<file path="src/rtl/multi_byte_add_ctrl_if.sv">
// Handshake and operand/result bundle for the byte-serial adder.
// The master drives requests; the slave (the adder controller) returns results.
interface multi_byte_add_ctrl_if #(
  parameter int unsigned NBYTES = 4
) ();
  logic                  start;
  logic [8*NBYTES-1:0]   a;
  logic [8*NBYTES-1:0]   b;
  logic                  cin;
  logic                  ready;
  logic                  done;
  logic [8*NBYTES-1:0]   sum;
  logic                  cout;
  logic                  ovf;
  logic                  valid;

  modport master (
    output start, a, b, cin,
    input  ready, done, sum, cout, ovf, valid
  );

  modport slave (
    input  start, a, b, cin,
    output ready, done, sum, cout, ovf, valid
  );
endinterface

</file>
<file path="src/rtl/eight_bit_adder.sv">
// Combinational 8-bit adder with carry-in and carry-out.
module eight_bit_adder (
  input  logic [7:0] A,
  input  logic [7:0] B,
  input  logic       Cin,
  output logic [7:0] Sum,
  output logic       Carry
);
  assign {Carry, Sum} = {1'b0, A} + {1'b0, B} + {8'd0, Cin};
endmodule

</file>
<file path="src/rtl/multi_byte_add_ctrl.sv">
// Byte-serial multi-byte adder: one shared 8-bit adder processes one byte per cycle,
// rippling the carry through a register, with ready/done/valid handshaking.
module multi_byte_add_ctrl #(
  parameter int unsigned NBYTES = 4
) (
  input  logic                  clk,
  input  logic                  rst_n,
  multi_byte_add_ctrl_if.slave  bus
);
  localparam int unsigned IdxW = (NBYTES > 1) ? $clog2(NBYTES) : 1;
  localparam int unsigned Msb  = 8 * NBYTES - 1;
  localparam logic [IdxW-1:0] LastIdx = IdxW'(NBYTES - 1);

  typedef enum logic [1:0] {StIdle, StRun, StDone} state_e;

  state_e              state_q;
  logic [IdxW-1:0]     idx_q;
  logic                carry_q;
  logic [8*NBYTES-1:0] a_q;
  logic [8*NBYTES-1:0] b_q;
  logic [8*NBYTES-1:0] sum_q;
  logic                cout_q;
  logic                ovf_q;
  logic                valid_q;
  logic                done_q;
  logic                ready_q;

  logic [IdxW+2:0]     bit_base;
  logic [7:0]          add_a;
  logic [7:0]          add_b;
  logic [7:0]          add_sum;
  logic                add_carry;

  assign bit_base = {idx_q, 3'b000};
  // Operand mux follows the latched operands and index, so it holds still outside RUN.
  assign add_a    = a_q[bit_base +: 8];
  assign add_b    = b_q[bit_base +: 8];

  eight_bit_adder u_adder (
    .A     (add_a),
    .B     (add_b),
    .Cin   (carry_q),
    .Sum   (add_sum),
    .Carry (add_carry)
  );

  always_ff @(posedge clk or negedge rst_n) begin
    if (!rst_n) begin
      state_q <= StIdle;
      idx_q   <= '0;
      carry_q <= 1'b0;
      a_q     <= '0;
      b_q     <= '0;
      sum_q   <= '0;
      cout_q  <= 1'b0;
      ovf_q   <= 1'b0;
      valid_q <= 1'b0;
      done_q  <= 1'b0;
      ready_q <= 1'b1;
    end else begin
      done_q <= 1'b0;
      unique case (state_q)
        StIdle, StDone: begin
          if (bus.start) begin
            a_q     <= bus.a;
            b_q     <= bus.b;
            carry_q <= bus.cin;
            idx_q   <= '0;
            valid_q <= 1'b0;
            ready_q <= 1'b0;
            state_q <= StRun;
          end else begin
            state_q <= StIdle;
          end
        end
        StRun: begin
          sum_q[bit_base +: 8] <= add_sum;
          carry_q              <= add_carry;
          if (idx_q == LastIdx) begin
            state_q <= StDone;
            done_q  <= 1'b1;
            valid_q <= 1'b1;
            ready_q <= 1'b1;
            cout_q  <= add_carry;
            ovf_q   <= (a_q[Msb] == b_q[Msb]) && (add_sum[7] != a_q[Msb]);
          end else begin
            idx_q <= idx_q + IdxW'(1);
          end
        end
        default: state_q <= StIdle;
      endcase
    end
  end

  assign bus.ready = ready_q;
  assign bus.done  = done_q;
  assign bus.sum   = sum_q;
  assign bus.cout  = cout_q;
  assign bus.ovf   = ovf_q;
  assign bus.valid = valid_q;
endmodule

</file>
<file path="src/flat_wrapper.sv">
// flat-port wrapper written by rule: the top's interface ports become plain ports
module multi_byte_add_ctrl_flat 
#(
  parameter int unsigned NBYTES = 4
)
  (clk, rst_n, bus_start, bus_a, bus_b, bus_cin, bus_ready, bus_done, bus_sum, bus_cout, bus_ovf, bus_valid);
  multi_byte_add_ctrl_if #(.NBYTES(NBYTES)) bus_i ();
  input  logic clk;
  input  logic rst_n;
  input wire logic [$bits(bus_i.start)-1:0] bus_start;
  input wire logic [$bits(bus_i.a)-1:0] bus_a;
  input wire logic [$bits(bus_i.b)-1:0] bus_b;
  input wire logic [$bits(bus_i.cin)-1:0] bus_cin;
  output wire logic [$bits(bus_i.ready)-1:0] bus_ready;
  output wire logic [$bits(bus_i.done)-1:0] bus_done;
  output wire logic [$bits(bus_i.sum)-1:0] bus_sum;
  output wire logic [$bits(bus_i.cout)-1:0] bus_cout;
  output wire logic [$bits(bus_i.ovf)-1:0] bus_ovf;
  output wire logic [$bits(bus_i.valid)-1:0] bus_valid;
  assign bus_i.start = bus_start;
  assign bus_i.a = bus_a;
  assign bus_i.b = bus_b;
  assign bus_i.cin = bus_cin;
  assign bus_ready = bus_i.ready;
  assign bus_done = bus_i.done;
  assign bus_sum = bus_i.sum;
  assign bus_cout = bus_i.cout;
  assign bus_ovf = bus_i.ovf;
  assign bus_valid = bus_i.valid;
  multi_byte_add_ctrl #(.NBYTES(NBYTES)) u_core (.clk(clk), .rst_n(rst_n), .bus(bus_i));
endmodule
</file>
<file path="config.mk">
export PLATFORM = sky130hd
export DESIGN_NAME = multi_byte_add_ctrl_flat
export DESIGN_NICKNAME = d
export VERILOG_FILES = /design/src/rtl/multi_byte_add_ctrl_if.sv /design/src/rtl/eight_bit_adder.sv /design/src/rtl/multi_byte_add_ctrl.sv /design/src/flat_wrapper.sv
export SDC_FILE = /design/constraint.sdc
export NUM_CORES = 1
export LEC_CHECK = 0
export CELL_PAD_IN_SITES_DETAIL_PLACEMENT = 1
export CELL_PAD_IN_SITES_GLOBAL_PLACEMENT = 2
export CORE_MARGIN = 5
export CORE_UTILIZATION = 34
export DETAILED_ROUTE_END_ITERATION = 8
export PLACE_DENSITY_LB_ADDON = 0.05
export SKIP_CTS_REPAIR_TIMING = 1
export SKIP_LAST_GASP = 1
export SLEW_MARGIN = 20
export SYNTH_ARGS = -nofsm -noshare
export SYNTH_HDL_FRONTEND = slang
export SYNTH_SLANG_ARGS = --single-unit
</file>
<file path="constraint.sdc">
create_clock -name clk -period 6 [get_ports clk]
set_input_delay 1.2 -clock clk [delete_from_list [all_inputs] [get_ports clk]]
set_output_delay 1.2 -clock clk [all_outputs]
set_load 0.05 [all_outputs]
</file>
==> results.sh <==
export IMPL_status="finished clean"
export IMPL_avgSynthCellArea_um2=10.1
export IMPL_slew_viol_final=0
export IMPL_fin_util_pct=45.5
export IMPL_io_buffer_count=104
export IMPL_place_area_um2=5960
export IMPL_swShare_pct=45.1
export IMPL_arrival_ns=3.86
export IMPL_vias=3605
export IMPL_numClockSinks=106
export IMPL_core_um2=13800
export IMPL_comb_power_share_pct=53.6
export IMPL_tightestPinTransition_ns=0.865
export IMPL_grt_pass1_wl_um=20600
export IMPL_die_x_um=128
export IMPL_syn_to_final_growth_pct=32.4
export IMPL_stdcell_count=755
export IMPL_ys_flop_type="dfrtp_1"
export IMPL_internal_power_mw=2.19
export IMPL_power_density_nw_per_um2=636
export IMPL_max_freq_ghz=0.276
export IMPL_avgViaCountPerCell=4.77
export IMPL_io_pins=105
export IMPL_drt_first_pass_iters=4
export IMPL_slew_limit_headroom_pct=42.3
export IMPL_fin_hold_ws_ns=0.469
export IMPL_cts_htree_levels=3
export IMPL_drt_initial_drc_count=156
export IMPL_hold_viol_final=0
export IMPL_dp_slack_ns=2.31
export IMPL_synthCells=470
export IMPL_worstPathRequired_ns=6.24
export IMPL_drive_gt1_share_pct=7.30
export IMPL_totalWireLength_um=12400
export IMPL_rsz0062_at_grt="no"
export IMPL_seq_power_share_pct=31.0
export IMPL_setup_viol=0
export IMPL_row_count=43
export IMPL_worstSetupPathType="flip-flop to flip-flop"
export IMPL_dpl_cell_count=739
export IMPL_diodes=0
export IMPL_min_period_ns=3.63
export IMPL_grt_pass1_vias=3933
export IMPL_dpl_hpwl_um=9340
export IMPL_fin_tns_setup_ns=0
export IMPL_ys_types=37
export IMPL_syn_nets=553
export IMPL_route_detailed_drc=0
export IMPL_initial_core_util_pct=34.4
export IMPL_synth_edff_count=0
export IMPL_fin_area_um2=6270
export IMPL_grt_max_degree=69
export IMPL_p_sw_mw=1.80
export IMPL_antenna_found_initial=0
export IMPL_synth_area_um2=4740
export IMPL_hold_class="flip-flop to flip-flop"
export IMPL_setup_ws_ns=2.37
export IMPL_dieHeight_um=128
export IMPL_clk_pin_slew_ns=0.07
export IMPL_clockPowerShare_pct=15.4
export IMPL_cts_root_buf="clkbuf_16"
export IMPL_nets=653
export IMPL_fin_skew_ns=0.00875
export IMPL_cts_buffers=9
export IMPL_ys_seq_area_share_pct=56.0
export IMPL_startpoint_type="flip-flop"
export IMPL_die_area_um2=16400
export IMPL_cts_max_path_buffers=2
export IMPL_endpoint_kind="flip-flop"
export IMPL_fin_crit_sh_pct=60.4
export IMPL_cts_tree="built"
export IMPL_cap_violations=0
export IMPL_synth_seq_cells=106
export IMPL_overflow=0
export IMPL_wire_per_inst_um=16.4
export IMPL_ant_nets=0
export IMPL_leakagePower_nw=3.00
export IMPL_async_flop_share_pct=100
export IMPL_grt_usage_pct=16.1
export IMPL_total_power_mw=3.99
export IMPL_ir_worst_vdd_mv=0.267
export IMPL_worstPathMaxFanout=12
export IMPL_yosys_warnings=0
export IMPL_routabilityCongestion=0.804
export IMPL_worstSkewPairLatency_ns=0.36
==> power by group through the flow <==
stage                     sequential (mW)  clock, mW  combinational, mW
final                                1.24      0.614               2.14
after global routing                 1.28      0.659               2.35
after CTS                            1.25      0.633               2.16
after detailed placement             1.26          0               2.16
after global placement               1.25          0               2.11
after floorplan                      1.43          0               1.26
==> Yosys cell counts, drive strengths merged, types with 3 or more instances <==
cell    number  area (um^2)
buf          9         41.3
xnor2        4         35.0
or3          3         18.8
nor3         3         20.0
dfrtp      105         2630
clkbuf      10         37.5
nand4        4         25.0
nand2      220          828
nor2         7         26.3
o21ai       16         80.1
mux4        16          360
a22o        20          175
ha          13          163
inv          8         30.0
nand2b       3         18.8
a21oi        7         35.0
o211ai       3         27.5
==> registers in the layout (all words and copies together) (netlist names) <==
name and cells:
u_core.bus.sum 32, u_core.idx_q 2, u_core.carry_q 1, u_core.state_q 2, u_core.bus.done 1, u_core.bus.valid 1, u_core.b_q 32, u_core.a_q 32
u_core.bus.ovf 1, u_core.bus.cout 1, u_core.bus.ready 1
==> per-layer routing <==
| layer | up-vias | track usage, % | wire length, um |
|---|---|---|---|
| met2 | 72 | 26.0 | 6010 |
| met3 | 12 | 4.63 | 565 |
| met1 | 1756 | 21.7 | 5680 |
| met5 | - | 0 | 0 |
| li1 | 1765 | - | - |
| met4 | 0 | 3.56 | 111 |
==> critical path, cell delays in order, from the launching register on <==
cell and delay, ns:
dfrtp_1 0.72, buf_4 0.35, mux4_2 0.55, fa_1 0.49
fa_1 0.44, a21oi_1 0.22, o211ai_1 0.16, a21oi_1 0.19
xnor2_1 0.15, a22o_1 0.23
==> cells by family (layout without fill, tap and decap cells) <==
| kind of cell | count (synthesis) | after routing | share of synthesized area (%) |
|---|---|---|---|
| flip-flops | 106 | 106 | 56.0 |
| adder cells (fa/ha/maj) | 15 | 15 | 4.28 |
| multiplexers | 16 | 16 | 7.61 |
| AO/OA/AOI/OAI | 55 | 55 | 8.34 |
| AND/OR/NAND/NOR | 246 | 246 | 20.5 |
| XOR/XNOR | 5 | 5 | 0.924 |
| buffers and inverters | 27 | 132 | 2.30 |
==> worst paths after layout <==
path                                                  end  cells after the start  slack, ns                          from
setup / recovery           u_core.bus.sum[30]$_DFFE_PN0P_                      9       2.37   u_core.idx_q[0]$_DFFE_PN0P_
hold / removal               u_core.bus.ready$_DFFE_PN1P_                      2       0.47  u_core.bus.ready$_DFFE_PN1P_
setup reg to reg           u_core.bus.sum[30]$_DFFE_PN0P_                      9       2.37   u_core.idx_q[0]$_DFFE_PN0P_
hold reg to reg              u_core.bus.ready$_DFFE_PN1P_                      2       0.47  u_core.bus.ready$_DFFE_PN1P_
max in group asynchronous    u_core.bus.valid$_DFFE_PN0P_                      2       3.95                         rst_n
min in group asynchronous  u_core.bus.sum[31]$_DFFE_PN0P_                      1       0.84                         rst_n
==> cells in the final DEF (no fill, tap or decap), drive strengths merged, types with 2 or more instances in the layout <==
| cell | synthesis | routed |
|---|---|---|
| o211ai | 3 | 3 |
| ha | 13 | 13 |
| nand2b | 3 | 3 |
| dfrtp | 105 | 105 |
| o211a | 2 | 2 |
| o21ai | 16 | 16 |
| nor3 | 3 | 3 |
| nor2b | 2 | 2 |
| nand4 | 4 | 4 |
| a21o | 2 | 2 |
| clkbuf | 10 | 14 |
| xnor2 | 4 | 4 |
| or3 | 3 | 3 |
| nand3 | 2 | 2 |
| a21oi | 7 | 7 |
| inv | 8 | 8 |
| buf | 9 | 5 |
| mux4 | 16 | 16 |
| nor2 | 7 | 7 |
| nand2 | 220 | 220 |
| a22o | 20 | 20 |
| clkdlybuf4s50 | 0 | 103 |
| fa | 2 | 2 |
==> layout make-up <==
cell class / count / area [um^2]
fillers: 1562 / 7500
flip-flops and latches: 106 / 2650
multi-input cells: 337 / 1990
repair buffers: 108 / 1070
clock buffers: 14 / 274
well taps: 180 / 225
clock inverters: 2 / 35.0
inverters: 8 / 30.0
Power figures use the tool's default switching activity.
